[config.mk]
export PLATFORM = sky130hd
export DESIGN_NAME = axi4lite_window_stats
export DESIGN_NICKNAME = d
export VERILOG_FILES = /design/src/rtl/axi4lite_window_stats.sv
export SDC_FILE = /design/constraint.sdc
export NUM_CORES = 1
export LEC_CHECK = 0
export CAP_MARGIN = 5
export CORE_MARGIN = 2
export CORE_UTILIZATION = 52
export CTS_CLUSTER_DIAMETER = 120
export DETAILED_ROUTE_END_ITERATION = 10
export GPL_TIMING_DRIVEN = 0
export MAX_ROUTING_LAYER = met4
export PLACE_DENSITY = 0.88
export SLEW_MARGIN = 0
export SYNTH_ARGS = -nofsm -noshare
export SYNTH_HDL_FRONTEND = slang
export SYNTH_SLANG_ARGS = --single-unit
[constraint.sdc]
create_clock -name i_clk -period 8 [get_ports i_clk]
set_input_delay 1.2 -clock i_clk [delete_from_list [all_inputs] [get_ports i_clk]]
set_output_delay 1.2 -clock i_clk [all_outputs]
set_load 0.02 [all_outputs]
[src/rtl/axi4lite_window_stats.sv]
// Windowed AXI4-lite traffic statistics: per-window saturating transfer/error counts,
// live outstanding depth with per-window peak, and a sticky protocol error flag.

module axi4lite_window_sat_ctr #(
   parameter int CTR_W = 16
) (
   input  logic             i_clk,
   input  logic             i_rst,
   input  logic             i_clear,
   input  logic             i_en,
   input  logic             i_win_end,
   input  logic             i_ev,
   output logic [CTR_W-1:0] o_snap
);
   logic [CTR_W-1:0] acc, sum;

   assign sum = (i_ev && acc != '1) ? acc + 1'b1 : acc;

   always_ff @(posedge i_clk or posedge i_rst) begin
      if (i_rst) begin
         acc    <= '0;
         o_snap <= '0;
      end else if (i_clear) begin
         acc <= '0;
      end else if (i_en) begin
         if (i_win_end) begin
            o_snap <= sum;
            acc    <= '0;
         end else begin
            acc <= sum;
         end
      end
   end
endmodule

module axi4lite_window_outstanding #(
   parameter int OUTSTANDING_W = 4
) (
   input  logic                     i_clk,
   input  logic                     i_rst,
   input  logic                     i_clear,
   input  logic                     i_win_end,
   input  logic                     i_inc,
   input  logic                     i_dec,
   output logic [OUTSTANDING_W-1:0] o_cnt,
   output logic [OUTSTANDING_W-1:0] o_peak,
   output logic                     o_err
);
   logic [OUTSTANDING_W-1:0] nxt, run_pk;

   // Over/underflow holds the counter and raises an error instead of wrapping.
   always_comb begin
      nxt   = o_cnt;
      o_err = 1'b0;
      if (i_inc && !i_dec) begin
         if (o_cnt == '1) o_err = 1'b1;
         else             nxt   = o_cnt + 1'b1;
      end else if (i_dec && !i_inc) begin
         if (o_cnt == '0) o_err = 1'b1;
         else             nxt   = o_cnt - 1'b1;
      end
   end

   always_ff @(posedge i_clk or posedge i_rst) begin
      if (i_rst) begin
         o_cnt  <= '0;
         o_peak <= '0;
         run_pk <= '0;
      end else begin
         o_cnt <= nxt;
         if (i_clear) begin
            run_pk <= nxt;
         end else if (i_win_end) begin
            o_peak <= (nxt > run_pk) ? nxt : run_pk;
            run_pk <= nxt;
         end else if (nxt > run_pk) begin
            run_pk <= nxt;
         end
      end
   end
endmodule

module axi4lite_window_stats #(
   parameter int CTR_W         = 16,
   parameter int WINDOW_LEN    = 1000,
   parameter int WINDOW_W      = 10,
   parameter int OUTSTANDING_W = 4
) (
   input  logic                     i_clk,
   input  logic                     i_rst,
   input  logic                     i_en,
   input  logic                     i_clear,
   input  logic                     i_aw_tfr,
   input  logic                     i_w_tfr,
   input  logic                     i_b_tfr,
   input  logic                     i_ar_tfr,
   input  logic                     i_r_tfr,
   input  logic                     i_b_notokay,
   input  logic                     i_r_notokay,
   output logic                     o_window_done,
   output logic [CTR_W-1:0]         o_aw_cnt,
   output logic [CTR_W-1:0]         o_w_cnt,
   output logic [CTR_W-1:0]         o_b_cnt,
   output logic [CTR_W-1:0]         o_ar_cnt,
   output logic [CTR_W-1:0]         o_r_cnt,
   output logic [CTR_W-1:0]         o_b_err_cnt,
   output logic [CTR_W-1:0]         o_r_err_cnt,
   output logic [OUTSTANDING_W-1:0] o_wr_outstanding,
   output logic [OUTSTANDING_W-1:0] o_rd_outstanding,
   output logic [OUTSTANDING_W-1:0] o_wr_peak,
   output logic [OUTSTANDING_W-1:0] o_rd_peak,
   output logic                     o_protocol_err
);
   localparam int                  NCH  = 7;
   localparam logic [WINDOW_W-1:0] LAST = WINDOW_W'(WINDOW_LEN - 1);

   logic [WINDOW_W-1:0]         cyc;
   logic                        win_end, wr_err, rd_err;
   logic [NCH-1:0]              ev;
   logic [NCH-1:0][CTR_W-1:0]   snap;

   // Clear takes priority, so a clear on the last cycle suppresses the snapshot.
   assign win_end = i_en && !i_clear && (cyc == LAST);
   assign ev = {i_r_tfr & i_r_notokay, i_b_tfr & i_b_notokay,
                i_r_tfr, i_ar_tfr, i_b_tfr, i_w_tfr, i_aw_tfr};

   generate
      for (genvar g = 0; g < NCH; g++) begin : g_ch
         axi4lite_window_sat_ctr #(.CTR_W(CTR_W)) u_ctr (
            .i_clk(i_clk), .i_rst(i_rst), .i_clear(i_clear), .i_en(i_en),
            .i_win_end(win_end), .i_ev(ev[g]), .o_snap(snap[g])
         );
      end
   endgenerate

   assign o_aw_cnt    = snap[0];
   assign o_w_cnt     = snap[1];
   assign o_b_cnt     = snap[2];
   assign o_ar_cnt    = snap[3];
   assign o_r_cnt     = snap[4];
   assign o_b_err_cnt = snap[5];
   assign o_r_err_cnt = snap[6];

   axi4lite_window_outstanding #(.OUTSTANDING_W(OUTSTANDING_W)) u_wr (
      .i_clk(i_clk), .i_rst(i_rst), .i_clear(i_clear), .i_win_end(win_end),
      .i_inc(i_aw_tfr), .i_dec(i_b_tfr),
      .o_cnt(o_wr_outstanding), .o_peak(o_wr_peak), .o_err(wr_err)
   );

   axi4lite_window_outstanding #(.OUTSTANDING_W(OUTSTANDING_W)) u_rd (
      .i_clk(i_clk), .i_rst(i_rst), .i_clear(i_clear), .i_win_end(win_end),
      .i_inc(i_ar_tfr), .i_dec(i_r_tfr),
      .o_cnt(o_rd_outstanding), .o_peak(o_rd_peak), .o_err(rd_err)
   );

   always_ff @(posedge i_clk or posedge i_rst) begin
      if (i_rst) begin
         cyc            <= '0;
         o_window_done  <= 1'b0;
         o_protocol_err <= 1'b0;
      end else begin
         o_window_done <= win_end;
         if (i_clear) begin
            cyc            <= '0;
            o_protocol_err <= 1'b0;
         end else begin
            if (i_en) cyc <= (cyc == LAST) ? '0 : cyc + 1'b1;
            if (wr_err || rd_err) o_protocol_err <= 1'b1;
         end
      end
   end
endmodule

==> impl_metrics.xml, run 1 <==
<?xml version="1.0" encoding="UTF-8"?>
<metrics>
  <group name="run_status">
    <metric name="outcome" unit="">finished, final reports clean</metric>
  </group>
  <group name="sta">
    <metric name="fin_worst_hold_slack" unit="ns">0.476</metric>
    <metric name="hold_violations" unit="">0</metric>
    <metric name="worst_slack" unit="ns">3.41</metric>
    <metric name="tns" unit="ns">0</metric>
    <metric name="drv_slew" unit="">0</metric>
    <metric name="setup_violations" unit="">0</metric>
    <metric name="final.setup_skew" unit="ns">0.0159</metric>
    <metric name="fin_crit_sh" unit="">0.574</metric>
    <metric name="worstMarginPinSlew" unit="ns">1.33</metric>
    <metric name="rsz_0062_raised_after_global_routing" unit="">no</metric>
    <metric name="max_freq" unit="GHz">0.218</metric>
    <metric name="slew_headroom" unit="">0.104</metric>
    <metric name="final.min_clock_period" unit="ns">4.59</metric>
  </group>
  <group name="clock_network">
    <metric name="cts_made_buffers" unit="">28</metric>
    <metric name="cts-htree-levels" unit="">1</metric>
    <metric name="clkLatencyLatePin" unit="ns">0.55</metric>
    <metric name="cts_repair_resize_count" unit="">0</metric>
    <metric name="tritoncts" unit="">yes</metric>
    <metric name="post_cts.repair.setup_buffers" unit="">0</metric>
    <metric name="clock_transition_time_at_the_flip_flop_clock_pins_of_the_worst_setup_and_hold_paths" unit="ns">0.06</metric>
    <metric name="clkSinkCount" unit="">260</metric>
    <metric name="ctsLongestPathBuffers" unit="">3</metric>
    <metric name="cts-root-buf" unit="">sky130_fd_sc_hd__clkbuf_16</metric>
    <metric name="cts-hold-fix-buffers" unit="">0</metric>
  </group>
  <group name="yosys">
    <metric name="total_of_flip_flops_plus_latches_after_synthesis" unit="">260</metric>
    <metric name="synth-main-ff-cell" unit="">sky130_fd_sc_hd__dfrtp_1</metric>
    <metric name="synth_nets" unit="">1579</metric>
    <metric name="netlist.area_leader.share" unit="">0.464</metric>
    <metric name="ys_seq_area_frac" unit="">0.464</metric>
    <metric name="synth.yosys.warnings" unit="">0</metric>
    <metric name="synth-edff-count" unit="">0</metric>
    <metric name="synth.largest_area_cell" unit="">sky130_fd_sc_hd__dfrtp_1</metric>
    <metric name="synthDistinctLibCells" unit="">75</metric>
    <metric name="async_flop_share" unit="">1.00</metric>
    <metric name="netlist_top_cells_area" unit="">sky130_fd_sc_hd__dfrtp_1, sky130_fd_sc_hd__o21ai_0, sky130_fd_sc_hd__nand2_1, sky130_fd_sc_hd__xnor2_1, sky130_fd_sc_hd__a31oi_1</metric>
    <metric name="synth.avg_cell_area" unit="um^2">9.06</metric>
    <metric name="netlist_instances" unit="">1548</metric>
    <metric name="mappedNetlistArea" unit="mm^2">0.0140</metric>
  </group>
  <group name="grt">
    <metric name="wire_length_of_the_first_global_routing_pass" unit="um">68100</metric>
    <metric name="global_route.usage.total" unit="">0.311</metric>
    <metric name="antenna_found_initial" unit="">1</metric>
    <metric name="vias_in_the_first_global_route" unit="">12900</metric>
    <metric name="grt_max_degree" unit="">40</metric>
    <metric name="grt-ovfl-total" unit="">0</metric>
  </group>
  <group name="place">
    <metric name="portBuffers" unit="">139</metric>
    <metric name="place_inst" unit="">2035</metric>
    <metric name="sum_of_net_half_perimeters_after_detailed_placement" unit="um">30200</metric>
    <metric name="pre_cts_ws" unit="ns">2.89</metric>
    <metric name="gp_congestion" unit="">0.958</metric>
  </group>
  <group name="setup_path">
    <metric name="critical_path_class" unit="">input pin to register</metric>
    <metric name="critPathMaxStageDelay" unit="ns">0.56</metric>
    <metric name="critical_path.reg2reg.endpoint" unit="">u_rd.run_pk[2]$_DFF_PP0_</metric>
    <metric name="worst-r2r-cell-count" unit="">12</metric>
    <metric name="timing.critical_path.slowest_stage_cell" unit="">sky130_fd_sc_hd__clkbuf_1</metric>
    <metric name="cp-end-kind" unit="">register</metric>
    <metric name="worst-r2r-setup-slack" unit="ns">4.38</metric>
    <metric name="critical_path_buf_inv_count" unit="">3</metric>
    <metric name="worst_path_most_repeated_cell" unit="">sky130_fd_sc_hd__clkbuf_1</metric>
    <metric name="rr_startpoint" unit="">u_rd.o_cnt[1]$_DFF_PP0_</metric>
    <metric name="worst_ep_arrival_time" unit="ns">5.02</metric>
    <metric name="startpoint_type" unit="">input pin</metric>
    <metric name="worstPathMaxFanout" unit="">10</metric>
    <metric name="cp_cell_sequence" unit="">clkdlybuf4s50_1, clkbuf_1, clkbuf_1, a311oi_1, a211oi_1, ha_1, nand4_1, o21ai_0, a21oi_1, a21o_1, mux2_2</metric>
    <metric name="critical_path_required" unit="ns">8.43</metric>
    <metric name="critPathTopFamily" unit="">compound AO/OA/AOI/OAI gates</metric>
  </group>
  <group name="floorplan">
    <metric name="fp.dieW" unit="um">168</metric>
    <metric name="dieHeight" unit="um">168</metric>
    <metric name="core.rowCount" unit="">60</metric>
    <metric name="initial_cell_density_of_the_core" unit="">0.525</metric>
    <metric name="core-area" unit="mm^2">0.0267</metric>
    <metric name="design.portCount" unit="">141</metric>
    <metric name="fp.dieArea" unit="mm^2">0.0283</metric>
  </group>
  <group name="final_layout">
    <metric name="fin_cells" unit="">2086</metric>
    <metric name="syn_to_final_growth" unit="%">20.8</metric>
    <metric name="fraction_of_layout_instances_using_a_drive_strength_above_1" unit="">0.0619</metric>
    <metric name="layout.cells.most_common_list" unit="">sky130_fd_sc_hd__dfrtp_1, sky130_fd_sc_hd__nand2_1, sky130_fd_sc_hd__o21ai_0</metric>
    <metric name="mostFrequentLayoutCell" unit="">sky130_fd_sc_hd__dfrtp_1</metric>
    <metric name="n_fill_cell" unit="">2167</metric>
    <metric name="finish.net_count" unit="">1755</metric>
  </group>
  <group name="job">
    <metric name="timing.max_cap.violations" unit="">0</metric>
  </group>
  <group name="hold_path">
    <metric name="hold_path_class" unit="">register to register</metric>
    <metric name="min_to" unit="">g_ch[5].u_ctr.o_snap[8]$_DFFE_PP0P_</metric>
    <metric name="hp-start" unit="">g_ch[5].u_ctr.o_snap[8]$_DFFE_PP0P_</metric>
    <metric name="timing.hold.worst_path_depth" unit="">2</metric>
  </group>
  <group name="route">
    <metric name="post_drt_wl_per_cell" unit="um">20.7</metric>
    <metric name="drt_wl_total" unit="um">43100</metric>
    <metric name="detailedRoute.firstIterationViolations" unit="">1541</metric>
    <metric name="detail_routed_via_count_per_cell" unit="">6.37</metric>
    <metric name="drc" unit="">0</metric>
    <metric name="dr_total_vias" unit="">13300</metric>
    <metric name="detail-route-antenna-nets" unit="">0</metric>
    <metric name="first_pass_iters" unit="">6</metric>
  </group>
  <group name="power">
    <metric name="leakage" unit="nW">6.88</metric>
    <metric name="power.ir.vdd_worst" unit="uV">198</metric>
    <metric name="power.density" unit="mW/mm^2">205</metric>
  </group>
</metrics>
[flip-flops by register name, indices dropped and copies added, names as in the netlist]
signal and flops:
g_ch.u_ctr.o_snap 112, g_ch.u_ctr.acc 112, u_wr.run_pk 4, u_rd.run_pk 4
cyc 10, u_rd.o_cnt 4, o_window_done 1, u_rd.o_peak 4
u_wr.o_cnt 4, u_wr.o_peak 4, o_protocol_err 1
[per-stage QoR]
stage | utilization | total power, mW | area (um^2)
6_report | 0.634 | 3.47 | 16900
3_3_place_gp | 0.593 | 2.10 | 15800
5_1_grt | 0.634 | 3.61 | 16900
3_5_place_dp | 0.598 | 2.14 | 16000
4_1_cts | 0.634 | 3.47 | 16900
2_1_floorplan | - | 1.92 | 14000
[area by class of cell]
class	instances	area (um^2)	share of cell area
multi-input cells	1145	6930	0.409
flip-flops and latches	260	6510	0.384
repair buffers	146	1530	0.0904
clock buffers	42	855	0.0504
well taps	341	427	0.0252
plain buffers	99	420	0.0248
inverters	44	169	0.00997
clock inverters	8	96.3	0.00569
diodes	1	2.50	0.000148
[Yosys cell counts (4+ instances only)]
library cell	number
sky130_fd_sc_hd__nor3_1	22
sky130_fd_sc_hd__o211ai_1	19
sky130_fd_sc_hd__buf_2	20
sky130_fd_sc_hd__nor3b_1	6
sky130_fd_sc_hd__nand4_1	51
sky130_fd_sc_hd__nor2b_1	8
sky130_fd_sc_hd__buf_1	6
sky130_fd_sc_hd__o22ai_1	5
sky130_fd_sc_hd__a211oi_1	9
sky130_fd_sc_hd__a21oi_1	65
sky130_fd_sc_hd__dfrtp_1	260
sky130_fd_sc_hd__mux2_2	13
sky130_fd_sc_hd__a21o_1	16
sky130_fd_sc_hd__mux2i_1	11
sky130_fd_sc_hd__xor2_1	36
sky130_fd_sc_hd__nor4_1	11
sky130_fd_sc_hd__nand2b_1	9
sky130_fd_sc_hd__a31oi_1	58
sky130_fd_sc_hd__or3_1	23
sky130_fd_sc_hd__o21ai_0	196
sky130_fd_sc_hd__a32o_1	8
sky130_fd_sc_hd__ha_1	20
sky130_fd_sc_hd__nand2_1	230
sky130_fd_sc_hd__and2_1	13
sky130_fd_sc_hd__xnor2_1	66
sky130_fd_sc_hd__a41oi_1	8
sky130_fd_sc_hd__nand3b_1	4
sky130_fd_sc_hd__nor2_1	57
sky130_fd_sc_hd__nand3_1	47
sky130_fd_sc_hd__and3_1	25
sky130_fd_sc_hd__a22o_1	8
sky130_fd_sc_hd__o21a_1	13
sky130_fd_sc_hd__clkbuf_1	69
sky130_fd_sc_hd__and4_1	18
sky130_fd_sc_hd__inv_1	44
sky130_fd_sc_hd__o31ai_1	14
[cells by family (layout without fill, tap and decap cells)]
kind of cell	Yosys count	in the layout	share of synthesized area
buf+inv	143	339	0.0417
simple gates	546	546	0.196
compound gates	452	452	0.197
mux	25	25	0.0199
fa+ha+maj	20	20	0.0178
xor+xnor	102	102	0.0637
flops	260	260	0.464
other cells	0	1	0
[power breakdown]
| part | switching (mW) | internal [mW] |
|---|---|---|
| sequential | 0.0620 | 1.38 |
| clock | 0.536 | 0.798 |
| combinational | 0.400 | 0.292 |
[worst max path at each step]
| stage | slack (ns) | start | depth (start not counted) | to |
|---|---|---|---|---|
| 4_1_cts | 3.45 | i_b_tfr | 11 | u_wr.run_pk[0]$_DFF_PP0_ |
| 5_1_grt | 3.25 | i_b_tfr | 11 | u_wr.run_pk[0]$_DFF_PP0_ |
| 6_report | 3.41 | i_b_tfr | 11 | u_wr.run_pk[0]$_DFF_PP0_ |
| 2_1_floorplan | 3.37 | i_rst | 1 | cyc[0]$_DFFE_PP0P_ |
| 3_5_place_dp | 2.89 | i_b_tfr | 11 | u_wr.run_pk[0]$_DFF_PP0_ |
| 3_3_place_gp | 1.55 | i_rst | 2 | g_ch[4].u_ctr.o_snap[3]$_DFFE_PP0P_ |
[routing by layer]
layer / wire, um / vias up / global-route usage
met5: 0 / - / -
met4: 2800 / 0 / 0.181
met3: 4010 / 206 / 0.0581
met2: 19500 / 709 / 0.473
met1: 16800 / 6413 / 0.391
li1: - / 5953 / -
[worst min-delay path, cell delays in order (launching register included)]
cell and delay, ns:
sky130_fd_sc_hd__dfrtp_1 0.34, sky130_fd_sc_hd__nand2_1 0.05, sky130_fd_sc_hd__o21ai_0 0.06
Note: power is estimated with default switching activity, not from simulation.
==> inputs of run 2 (changes only) <==
==> constraint.sdc (replaced) <==
create_clock -name i_clk -period 3.8 [get_ports i_clk]
set_input_delay 0.57 -clock i_clk [delete_from_list [all_inputs] [get_ports i_clk]]
set_output_delay 0.57 -clock i_clk [all_outputs]
set_load 0.02 [all_outputs]
==> run 2 against run 1 <==
Compared with the run above: power rose by 110%; core utilization barely moved; sequential share of layout area about the same; register-to-register slack lost 4.1 ns; sequential power up 110%; combinational power rose by 110%; design area barely moved; sequential cell count unchanged; critical path depth unchanged; clock skew barely moved; largest cell class unchanged; highest routed layer unchanged.
==> impl_metrics.xml, run 2 (same netlist as run 1, synthesis figures left out) <==
<?xml version="1.0" encoding="UTF-8"?>
<metrics>
  <group name="clock_network">
    <metric name="cts-hold-fix-buffers" unit="">0</metric>
    <metric name="cts-htree-levels" unit="">1</metric>
    <metric name="clock_transition_time_at_the_flip_flop_clock_pins_of_the_worst_setup_and_hold_paths" unit="ns">0.06</metric>
    <metric name="tritoncts" unit="">yes</metric>
    <metric name="cts-root-buf" unit="">sky130_fd_sc_hd__clkbuf_16</metric>
    <metric name="clkSinkCount" unit="">260</metric>
    <metric name="clkLatencyLatePin" unit="ns">0.55</metric>
    <metric name="ctsLongestPathBuffers" unit="">3</metric>
    <metric name="cts_made_buffers" unit="">28</metric>
  </group>
  <group name="sta">
    <metric name="drv_slew" unit="">0</metric>
    <metric name="rsz_0062_raised_after_global_routing" unit="">no</metric>
    <metric name="final.min_clock_period" unit="ns">3.52</metric>
    <metric name="max_freq" unit="GHz">0.284</metric>
    <metric name="setup_violations" unit="">0</metric>
    <metric name="fin_crit_sh" unit="">0.927</metric>
    <metric name="slew_headroom" unit="">0.105</metric>
    <metric name="fin_worst_hold_slack" unit="ns">0.363</metric>
    <metric name="worstMarginPinSlew" unit="ns">1.33</metric>
    <metric name="final.setup_skew" unit="ns">0.0157</metric>
    <metric name="hold_violations" unit="">0</metric>
  </group>
  <group name="grt">
    <metric name="vias_in_the_first_global_route" unit="">12900</metric>
    <metric name="grt_max_degree" unit="">40</metric>
    <metric name="grt-ovfl-total" unit="">0</metric>
    <metric name="wire_length_of_the_first_global_routing_pass" unit="um">68000</metric>
    <metric name="antenna_found_initial" unit="">1</metric>
    <metric name="global_route.usage.total" unit="">0.311</metric>
  </group>
  <group name="route">
    <metric name="drt_wl_total" unit="um">43200</metric>
    <metric name="detail_routed_via_count_per_cell" unit="">6.41</metric>
    <metric name="detailedRoute.firstIterationViolations" unit="">1509</metric>
    <metric name="detail-route-antenna-nets" unit="">0</metric>
    <metric name="first_pass_iters" unit="">6</metric>
    <metric name="drc" unit="">0</metric>
    <metric name="post_drt_wl_per_cell" unit="um">20.7</metric>
    <metric name="dr_total_vias" unit="">13400</metric>
  </group>
  <group name="setup_path">
    <metric name="critical_path_required" unit="ns">4.23</metric>
    <metric name="cp-end-kind" unit="">register</metric>
    <metric name="worst-r2r-cell-count" unit="">12</metric>
    <metric name="worst_ep_arrival_time" unit="ns">3.95</metric>
    <metric name="worstPathMaxFanout" unit="">10</metric>
    <metric name="critical_path_class" unit="">input pin to register</metric>
    <metric name="worst-r2r-setup-slack" unit="ns">0.31</metric>
    <metric name="startpoint_type" unit="">input pin</metric>
    <metric name="critical_path.reg2reg.endpoint" unit="">u_rd.run_pk[2]$_DFF_PP0_</metric>
    <metric name="rr_startpoint" unit="">u_rd.o_cnt[1]$_DFF_PP0_</metric>
  </group>
  <group name="floorplan">
    <metric name="initial_cell_density_of_the_core" unit="">0.525</metric>
    <metric name="fp.dieArea" unit="mm^2">0.0283</metric>
    <metric name="core-area" unit="mm^2">0.0267</metric>
    <metric name="design.portCount" unit="">141</metric>
    <metric name="dieHeight" unit="um">168</metric>
    <metric name="fp.dieW" unit="um">168</metric>
    <metric name="core.rowCount" unit="">60</metric>
  </group>
  <group name="place">
    <metric name="sum_of_net_half_perimeters_after_detailed_placement" unit="um">30200</metric>
    <metric name="gp_congestion" unit="">0.958</metric>
    <metric name="portBuffers" unit="">139</metric>
  </group>
  <group name="final_layout">
    <metric name="finish.net_count" unit="">1755</metric>
    <metric name="mostFrequentLayoutCell" unit="">sky130_fd_sc_hd__dfrtp_1</metric>
    <metric name="syn_to_final_growth" unit="%">20.9</metric>
    <metric name="fraction_of_layout_instances_using_a_drive_strength_above_1" unit="">0.0642</metric>
    <metric name="post-route-util" unit="">0.634</metric>
    <metric name="reg.largest.list" unit="">g_ch.u_ctr.acc: 112 flops, g_ch.u_ctr.o_snap: 112 flops, cyc: 10 flops</metric>
    <metric name="layout.cells.most_common_list" unit="">sky130_fd_sc_hd__dfrtp_1, sky130_fd_sc_hd__nand2_1, sky130_fd_sc_hd__o21ai_0</metric>
  </group>
  <group name="power">
    <metric name="leakage" unit="nW">6.89</metric>
    <metric name="power.density" unit="mW/mm^2">432</metric>
    <metric name="power.ir.vdd_worst" unit="uV">423</metric>
  </group>
  <group name="hold_path">
    <metric name="hold_path_class" unit="">input pin to async pin</metric>
  </group>
  <group name="job">
    <metric name="timing.max_cap.violations" unit="">0</metric>
  </group>
  <group name="run_status">
    <metric name="outcome" unit="">finished, final reports clean</metric>
  </group>
</metrics>
run 2: cell counts in the layout (fill, tap and decap cells not counted):
Identical to the previous run, type by type.
run 2: final cells by class:
class                           count  area (um^2)
Clock buffer                       42          855
Antenna cell                        1         2.50
Sequential cell                   260         6510
Clock inverter                      8         96.3
Multi-Input combinational cell   1145         6940
Fill cell                        2166         9770
Timing Repair Buffer              146         1530
Buffer                             99          423
Inverter                           44          169
Tap cell                          341          427
run 2: critical path, stage by stage:
cell	delay (ns)
sky130_fd_sc_hd__clkdlybuf4s50_1	0.47
sky130_fd_sc_hd__clkbuf_2	0.31
sky130_fd_sc_hd__clkbuf_1	0.42
sky130_fd_sc_hd__a311oi_1	0.18
sky130_fd_sc_hd__a211oi_2	0.40
sky130_fd_sc_hd__ha_1	0.32
sky130_fd_sc_hd__nand4_1	0.08
sky130_fd_sc_hd__o21ai_0	0.08
sky130_fd_sc_hd__a21oi_1	0.50
sky130_fd_sc_hd__a21o_1	0.25
sky130_fd_sc_hd__mux2_2	0.36
run 2: worst max path at each step:
| stage | from | to | slack, ns | cells after the start |
|---|---|---|---|---|
| 6_report | i_b_tfr | u_wr.run_pk[0]$_DFF_PP0_ | 0.28 | 11 |
| 5_1_grt | u_wr.o_cnt[1]$_DFF_PP0_ | u_wr.run_pk[0]$_DFF_PP0_ | 0.05 | 12 |
| 4_1_cts | i_aw_tfr | u_wr.run_pk[0]$_DFF_PP0_ | 0.09 | 11 |
| 3_5_place_dp | i_b_tfr | u_wr.run_pk[0]$_DFF_PP0_ | -0.68 | 11 |
| 3_3_place_gp | i_rst | g_ch[4].u_ctr.o_snap[3]$_DFFE_PP0P_ | -2.02 | 2 |
| 2_1_floorplan | i_rst | cyc[0]$_DFFE_PP0P_ | -0.20 | 1 |
run 2: stage by stage:
stage	setup TNS (ns)	setup slack, ns	instance area [um^2]	cells	power (mW)
floorplan	-51.37	-0.198	14000	1548	4.04
global placement	-524.10	-2.02	15800	2028	4.42
detailed placement	-4.51	-0.683	16000	2035	4.50
CTS	0	0.0871	16900	2085	7.30
global route	0	0.0504	17000	2086	7.61
finish	0	0.277	17000	2086	7.32
run 2: repair_timing:
| action | 4_1_cts | 5_1_grt |
|---|---|---|
| setup buffers | 0 | 0 |
| resized for setup | 1 | 4 |
| endpoints found under the setup margin | 4 | 8 |
| gates cloned | 0 | 0 |
run 2: report_power, final:
part	leakage (nW)	internal (mW)	switching, mW
sequential	3.54	2.90	0.130
clock	0.469	1.68	1.14
combinational	2.88	0.623	0.853
total	6.89	5.20	2.12
run 2: routing by layer:
layer  share of wire  GRT usage  vias up
li1                -          -     5957
met1            0.38      0.390     6401
met2            0.46      0.473      800
met3           0.097     0.0581      217
met4           0.063      0.181        0
met5               0          -        -
==> edit: new RTL, settings of run 1 <==
Compare `cyc` against `LAST` with >= in place of ==.
--- a/src/rtl/axi4lite_window_stats.sv
+++ b/src/rtl/axi4lite_window_stats.sv
@@ -166,3 +166,3 @@
          end else begin
-            if (i_en) cyc <= (cyc == LAST) ? '0 : cyc + 1'b1;
+            if (i_en) cyc <= (cyc >= LAST) ? '0 : cyc + 1'b1;
             if (wr_err || rd_err) o_protocol_err <= 1'b1;
Formal check against the unedited RTL: same outputs for any inputs over 4 cycles, from zero or initial values and one cycle with i_rst high; that may be too few to reach the edited logic, so the function may still have changed.
==> edit against run 1 <==
Sequential cell count stayed put; core utilization is 0.49 points higher; cell area is 0.77% higher; area after synthesis is 0.12% higher; final cell count is 1.3% lower; non-clock buffer count is 1 higher; setup slack worse by 210 ps; routed wire length is 2.6% lower; total power is 3.1% higher; critical endpoint is now u_rd.run_pk[2]; synthesized cell count is 1.9% lower; die area is 0.11% higher; via count is 2.7% lower.
==> edit: results (changes against run 1) <==
metric;value;unit;change
Netlist cell types;76;;+1.3%
top cells by area, synth;dfrtp_1 (46%), o21ai_0 (6.7%), nand2_1 (5.7%);;
worst setup margin;3200;ps;-207 ps
mux cell area share after synthesis;2.22;%;+0.23 points
syn_area_per_cell;9.24;um2;+2.0%
port bufs;140;;+0.72%
Hold Path Sink;g_ch[1].u_ctr.o_snap[11];;
DP Area;16000;um2;about the same
Worst Setup EP;u_rd.run_pk[2];;
WL final;42000;um;-2.6%
r2r startpoint;u_wr.o_cnt[0];;
CTS resizes;0;;unchanged
r2r endpoint;u_wr.run_pk[1];;
worst slack, placed;2860;ps;-22.5 ps
Slew Limit Headroom;32.9;%;+23 points
Nets;1726;;-1.7%
met3 GRT Util;4.72;%;-1.1 points
CP startpoint;i_r_tfr;;
Lkg Pwr;7.14;nW;+3.7%
largest net degree at the start of global routing;45;;+13%
GRT Total Usage;30.2;%;-0.84 points
first drt pass iteration count;5;;-1
first-pass GRT wire length;66500;um;-2.3%
GPL Wtd Cong;0.981;;+2.4%
routed wl met3;3750;um;-6.4%
Peak supply drop;0.000140;V;-29%
post-synth net total;1550;;-1.8%
Post-Synth XOR/XNOR Area;6.49;%;+0.12 points
Synth Area in Adders;1.78;%;-0.0021 points
1st-iter DRT viols;1414;;-8.2%
clk_skew;20.6;ps;+4.67 ps
grt met2 use;47.6;%;+0.25 points
vias in the first global route;12513;;-3.3%
most frequent cells after synthesis;dfrtp_1 (260), nand2_1 (213), o21ai_0 (187), a21oi_1 (69), xnor2_1 (62);;
layout cells sized above 1;8.50;%;+2.3 points
crit path DAT;5230;ps;+210 ps
post-layout util;63.9;%;+0.49 points
Synth Area in Compound Gates;19.9;%;+0.22 points
Placed Cells;2006;;-1.4%
outcome;complete, no violations;;
register area share after synthesis;46.3;%;-0.054 points
Vias/cell;6.28;;-1.4%
==> edit: layout make-up <==
| type | count | share of cell area (%) |
|---|---|---|
| inverter | 44 | 1.00 |
| sequential | 260 | 38.1 |
| timing repair buffer | 146 | 8.91 |
| buffer | 100 | 2.61 |
| clock buffer | 38 | 4.92 |
| antenna | 1 | 0.0147 |
| multi-input combinational | 1115 | 40.6 |
| clock inverter | 14 | 1.38 |
| tap | 341 | 2.50 |
==> edit: where the power goes <==
part           internal [mW]  total (mW)  switching [mW]
Combinational          0.283       0.659           0.376
Sequential              1.37        1.43          0.0606
Clock                  0.928        1.48           0.552
==> edit: worst max-delay path, stage by stage <==
cell,delay (ps)
clkdlybuf4s50_1,770
clkbuf_1,580
and3b_1,290
a211oi_1,60
a211oi_1,670
ha_1,380
and4_1,160
a21oi_1,510
or3_4,280
mux2_2,330
